## config.mk

```make
export PLATFORM = sky130hd
export DESIGN_NAME = alu_core
export DESIGN_NICKNAME = d
export VERILOG_FILES = /design/src/rtl/alu_ctrl_pkg.sv /design/src/rtl/alu_shifter.sv /design/src/rtl/alu_core.sv
export SDC_FILE = /design/constraint.sdc
export NUM_CORES = 1
export LEC_CHECK = 0
export BUFFER_PORTS_ARGS = -buffer_cell sky130_fd_sc_hd__buf_4
export CAP_MARGIN = 20
export CORE_ASPECT_RATIO = 1.1
export CORE_MARGIN = 2
export CORE_UTILIZATION = 60
export CTS_BUF_LIST = sky130_fd_sc_hd__clkbuf_4 sky130_fd_sc_hd__clkbuf_8
export CTS_CLUSTER_SIZE = 40
export DETAILED_ROUTE_END_ITERATION = 7
export PLACE_DENSITY = 0.89
export SYNTH_ARGS = -nofsm -noshare
export SYNTH_HDL_FRONTEND = slang
export SYNTH_SLANG_ARGS = --single-unit
```

## constraint.sdc

```tcl
create_clock -name clk -period 5.05 [get_ports clk]
set_clock_uncertainty 0.15 [all_clocks]
set_input_delay 0.505 -clock clk [delete_from_list [all_inputs] [get_ports clk]]
set_output_delay 0.505 -clock clk [all_outputs]
set_load 0.05 [all_outputs]
```

## src/rtl/alu_ctrl_pkg.sv

```systemverilog
// Opcode constants and datapath width shared by
// the ALU and the decoder that drives ALUOPCtrl.
package alu_ctrl_pkg;

  localparam int ALU_WIDTH = 32;

  localparam logic [4:0] ALU_ADD  = 5'd0;
  localparam logic [4:0] ALU_ADDU = 5'd1;
  localparam logic [4:0] ALU_SUB  = 5'd2;
  localparam logic [4:0] ALU_SUBU = 5'd3;
  localparam logic [4:0] ALU_AND  = 5'd4;
  localparam logic [4:0] ALU_OR   = 5'd5;
  localparam logic [4:0] ALU_XOR  = 5'd6;
  localparam logic [4:0] ALU_NOR  = 5'd7;
  localparam logic [4:0] ALU_SLT  = 5'd8;
  localparam logic [4:0] ALU_SLTU = 5'd9;
  localparam logic [4:0] ALU_SLL  = 5'd10;
  localparam logic [4:0] ALU_SRL  = 5'd11;
  localparam logic [4:0] ALU_SRA  = 5'd12;
  localparam logic [4:0] ALU_LUI  = 5'd13;

endpackage

```

## src/rtl/alu_shifter.sv

```systemverilog
// Barrel shifter producing all three shift flavours;
// the ALU picks the one its opcode asks for.
module alu_shifter
  import alu_ctrl_pkg::*;
(
  input  logic [ALU_WIDTH-1:0] val,
  input  logic [4:0]           shamt,
  output logic [ALU_WIDTH-1:0] sll_o,
  output logic [ALU_WIDTH-1:0] srl_o,
  output logic [ALU_WIDTH-1:0] sra_o
);

  // Logical left/right and sign-filling right shift
  always_comb begin
    sll_o = val << shamt;
    srl_o = val >> shamt;
    sra_o = $unsigned($signed(val) >>> shamt);
  end

endmodule

```

## src/rtl/alu_core.sv

```systemverilog
// 32-bit MIPS-style ALU: combinational result/flags
// plus a sticky signed-overflow status register.
module alu_core
  import alu_ctrl_pkg::*;
#(
  parameter int WIDTH = ALU_WIDTH
) (
  input  logic             clk,
  input  logic             reset,
  input  logic [WIDTH-1:0] srcA,
  input  logic [WIDTH-1:0] srcB,
  input  logic [4:0]       ALUOPCtrl,
  input  logic             ovf_clr,
  output logic             zero,
  output logic             ovf,
  output logic [WIDTH-1:0] aluout,
  output logic             ovf_sticky
);

  logic [WIDTH-1:0] sum;
  logic [WIDTH-1:0] diff;
  logic             ovf_add;
  logic             ovf_sub;
  logic             lt_s;
  logic             lt_u;
  logic [WIDTH-1:0] sll_r;
  logic [WIDTH-1:0] srl_r;
  logic [WIDTH-1:0] sra_r;
  logic [WIDTH-1:0] res_c;
  logic             ovf_c;
  logic             ovf_sticky_d;
  logic             ovf_sticky_q;

  alu_shifter u_shifter (
    .val   (srcB),
    .shamt (srcA[4:0]),
    .sll_o (sll_r),
    .srl_o (srl_r),
    .sra_o (sra_r)
  );

  // Shared adder/subtractor, overflow detect and compares
  always_comb begin
    sum     = srcA + srcB;
    diff    = srcA - srcB;
    ovf_add = (srcA[WIDTH-1] == srcB[WIDTH-1])
           && (sum[WIDTH-1] != srcA[WIDTH-1]);
    ovf_sub = (srcA[WIDTH-1] != srcB[WIDTH-1])
           && (diff[WIDTH-1] != srcA[WIDTH-1]);
    lt_s    = $signed(srcA) < $signed(srcB);
    lt_u    = srcA < srcB;
  end

  // Result mux; reserved opcodes fall to zero
  always_comb begin
    res_c = '0;
    ovf_c = 1'b0;
    case (ALUOPCtrl)
      ALU_ADD: begin
        res_c = sum;
        ovf_c = ovf_add;
      end
      ALU_ADDU: res_c = sum;
      ALU_SUB: begin
        res_c = diff;
        ovf_c = ovf_sub;
      end
      ALU_SUBU: res_c = diff;
      ALU_AND:  res_c = srcA & srcB;
      ALU_OR:   res_c = srcA | srcB;
      ALU_XOR:  res_c = srcA ^ srcB;
      ALU_NOR:  res_c = ~(srcA | srcB);
      ALU_SLT:  res_c = {{(WIDTH-1){1'b0}}, lt_s};
      ALU_SLTU: res_c = {{(WIDTH-1){1'b0}}, lt_u};
      ALU_SLL:  res_c = sll_r;
      ALU_SRL:  res_c = srl_r;
      ALU_SRA:  res_c = sra_r;
      ALU_LUI:  res_c = {srcB[15:0], 16'h0000};
      default: begin
        res_c = '0;
        ovf_c = 1'b0;
      end
    endcase
  end

  assign aluout = res_c;
  assign ovf    = ovf_c;
  assign zero   = (res_c == '0);

  // Next sticky value: clear wins over a new overflow
  always_comb begin
    ovf_sticky_d = ovf_sticky_q | ovf_c;
    if (ovf_clr) ovf_sticky_d = 1'b0;
  end

  // Sticky overflow register
  always_ff @(posedge clk or posedge reset) begin
    if (reset) ovf_sticky_q <= 1'b0;
    else       ovf_sticky_q <= ovf_sticky_d;
  end

  assign ovf_sticky = ovf_sticky_q;

endmodule

```

==> metrics.txt <==
outcome complete, no violations; placeable core region 16,310 µm²; critical path data required time 4390 ps; global-route usage over all layers 49.53%; Setup TNS Final 0 ps; slew at the pin with the worst max-slew slack 1118 ps; final-report hold violation count 0; CP endpoint kind output port; initial DRC count 2,072; Diodes inserted 0; number of rows created at floorplan 49; slack of the worst reg-to-reg path 4210 ps; final clock period utilization by the worst path 98.64%; Max-Cap Viols 0; biggest fanout along the worst timing path 9; share of synthesized cell area in full adder, half adder and majority cells 12.73%; placed cell area 11,250 µm²; net count of the mapped netlist 1,628; Worst Setup Slack, final 68.63 ps; launch point of the worst reg-to-reg path ovf_sticky; average routed wire per standard cell 26.40 µm; critical setup path kind input pin to output port; top_reg_cell synth sky130_fd_sc_hd__dfrtp_1; combinational family with the most area after synthesis compound AO/OA/AOI/OAI gates; CTS clock-pin slew for the worst setup and hold paths 0 ps; latest clock arrival within the worst-skew pair 0 ps; FMAX 200.7 MHz; area fraction in compound gates after synthesis 35.04%; final setup fails 0; leakage 4.941 nW; category of the worst setup path launch point input pin; library cells used by synthesis 86; Initial Util 61.01%; portion of netlist area occupied by mux cells 18.59%; Die Y 139.1 µm; growth of design area from synthesis to finish 13.91%; number of enable-type register cells in the synthesized netlist 0; aggregate global routing overflow 0; count of non-filler cells in the finished layout 1,748; synthesized area 9950 µm²; RR Endpoint ovf_sticky; arrival time of the worst setup path 4330 ps; number of antenna violations at the first check in global routing 0; share of async-settable or async-resettable flops after synthesis 100.0%; synthesized-area fraction occupied by and/or/nand/nor cells 22.08%; placed wire-length estimate 35.94 mm; Finished Core Util 69.50%; Setup WS pre-CTS -21.85 ps; Synth Register Bits 1; number of remaining DRC errors 0; first-pass GRT wire length 69.43 mm; Final nets 1,718; Slew HR 24.87%; share of the synthesized netlist area taken by xor and xnor gates 1.673%; min Tclk post-route 4981 ps; number of global-route vias before repair 11,990; sum of internal, switching and leakage power 1.414 mW; Synth Instances 1,456; number of search-and-repair iterations in the first detailed-routing pass 6; die width 126.8 µm; HP Class input pin to async pin; pin count of the biggest net entering global routing 50; routability-driven placement congestion ratio 1.121; post-synthesis sequential area ratio 0.2515%; highest ir drop seen on vdd 0.1092 mV; cell count of the worst reg-to-reg path 1; instance count after placement with tap cells included 1,747; residual antenna-violating net count after detailed routing 0; filler cell count 1,483; Yosys warning total 0; number of placed I/O pins 107; Vias per Instance 7.487; timing startpoint of the critical path srcB[10]; mean area per synthesized cell 6.833 µm²; power density over the cells 124.8 nW/µm²; flip-flop count of the largest register, all copies and words added 1; proportion of layout cells with a drive suffix above 1 20.27%; most common cell after layout, fill and taps aside sky130_fd_sc_hd__buf_4; total via count after detailed routing 13,090; PortBufs 106; max-slew violation count 0; Total Routed Length 46.16 mm; Hold WS 202.6 ps; top library cells by usage in the layout, fill and taps aside sky130_fd_sc_hd__buf_4 (200), sky130_fd_sc_hd__nor2_1 (136), sky130_fd_sc_hd__a21oi_1 (117); area of the die 17,630 µm²; post-route standard cell area excluding fillers 11,330 µm²
[power by group]
group / internal (mW) / switching [mW]
clock: 0 / 0
sequential: 0.00831 / 0.0000779
combinational: 0.512 / 0.894
total: 0.520 / 0.894
[cells by family (layout without fill, tap and decap cells)]
kind of cell,after synthesis,after routing
xor+xnor,19,19
fa+ha+maj,100,100
mux,143,143
buf+inv,225,313
simple gates,457,457
compound gates,511,511
flops,1,1
[cell usage after synthesis (6+ instances only)]
library cell | instances | share of area, %
sky130_fd_sc_hd__nor2_1 | 136 | 5.1
sky130_fd_sc_hd__a21oi_1 | 118 | 5.9
sky130_fd_sc_hd__nand2_1 | 113 | 4.3
sky130_fd_sc_hd__inv_1 | 106 | 4.0
sky130_fd_sc_hd__ha_1 | 98 | 12
sky130_fd_sc_hd__o21ai_0 | 91 | 4.6
sky130_fd_sc_hd__mux2i_1 | 73 | 7.3
sky130_fd_sc_hd__clkbuf_1 | 71 | 2.7
sky130_fd_sc_hd__nor3_1 | 42 | 2.1
sky130_fd_sc_hd__mux2_2 | 40 | 4.5
sky130_fd_sc_hd__nand3_1 | 34 | 1.7
sky130_fd_sc_hd__a211oi_1 | 29 | 2.2
sky130_fd_sc_hd__buf_2 | 28 | 1.4
sky130_fd_sc_hd__mux4_2 | 28 | 6.3
sky130_fd_sc_hd__o211ai_1 | 28 | 2.1
sky130_fd_sc_hd__o22ai_1 | 25 | 1.6
sky130_fd_sc_hd__nor2b_1 | 20 | 1.3
sky130_fd_sc_hd__a221oi_1 | 18 | 1.6
sky130_fd_sc_hd__nand2b_1 | 18 | 1.1
sky130_fd_sc_hd__a31oi_1 | 17 | 1.1
sky130_fd_sc_hd__o31ai_1 | 17 | 1.3
sky130_fd_sc_hd__xnor2_1 | 16 | 1.4
sky130_fd_sc_hd__a22oi_1 | 15 | 1.1
sky130_fd_sc_hd__or3_1 | 14 | 0.88
sky130_fd_sc_hd__a21o_1 | 13 | 0.98
sky130_fd_sc_hd__nand4_1 | 13 | 0.82
sky130_fd_sc_hd__and3_1 | 12 | 0.75
sky130_fd_sc_hd__nor4_1 | 12 | 0.75
sky130_fd_sc_hd__a211o_1 | 11 | 0.97
sky130_fd_sc_hd__o21a_1 | 11 | 0.83
sky130_fd_sc_hd__o221ai_1 | 10 | 0.88
sky130_fd_sc_hd__a221o_1 | 9 | 0.91
sky130_fd_sc_hd__a2111oi_0 | 8 | 0.70
sky130_fd_sc_hd__and2_1 | 8 | 0.50
sky130_fd_sc_hd__o2111ai_1 | 8 | 0.70
sky130_fd_sc_hd__or2_2 | 8 | 0.50
sky130_fd_sc_hd__buf_6 | 6 | 0.68
sky130_fd_sc_hd__o311a_1 | 6 | 0.60
[critical path, cell delays in order]
cell                      delay (ps)
sky130_fd_sc_hd__buf_4           130
sky130_fd_sc_hd__inv_1            70
sky130_fd_sc_hd__ha_1            450
sky130_fd_sc_hd__nor2b_1         130
sky130_fd_sc_hd__nor4b_2         380
sky130_fd_sc_hd__a21oi_1         200
sky130_fd_sc_hd__o31ai_1         330
sky130_fd_sc_hd__mux2i_1         240
sky130_fd_sc_hd__o21ai_0         100
sky130_fd_sc_hd__a211o_1         260
sky130_fd_sc_hd__or4_1           490
sky130_fd_sc_hd__nor4_2          350
sky130_fd_sc_hd__buf_4           160
sky130_fd_sc_hd__nand4_1         180
sky130_fd_sc_hd__nor2b_4         150
sky130_fd_sc_hd__buf_4           200
[routing by layer]
layer | vias up | part of all wire [%] | global-route usage [%] | routed length (µm)
met3 | 281 | 15 | 11.54 | 6802
li1 | 5673 | - | - | -
met2 | 1160 | 43 | 77.78 | 19810
met5 | - | 0 | 0 | 0
met4 | 0 | 6.8 | 25.39 | 3139
met1 | 5974 | 36 | 63.31 | 16410
[area by class of cell]
class                           count  area [µm²]  share of cell area [%]
Inverter                          109       409.1                   3.610
Multi-Input combinational cell   1230        9071                   80.04
Sequential cell                     1       25.02                  0.2208
Tap cell                          204       255.2                   2.252
Timing Repair Buffer              204        1573                   13.88
[worst max path at each step]
stage,endpoint,slack [ps]
global route,zero,-20
detailed placement,zero,-20
floorplan,zero,3
CTS,zero,20
finish,zero,70
global placement,zero,10
[repair_timing]
item / CTS / global route
gates resized for setup: 1 / 19
setup endpoints to repair: 1 / 1
buffers inserted: 0 / 1
endpoints found under the hold margin: 0 / 0
hold buffers: 0 / 0
pin swaps: 0 / 3
No activity file was read; power rests on OpenSTA's default activity.
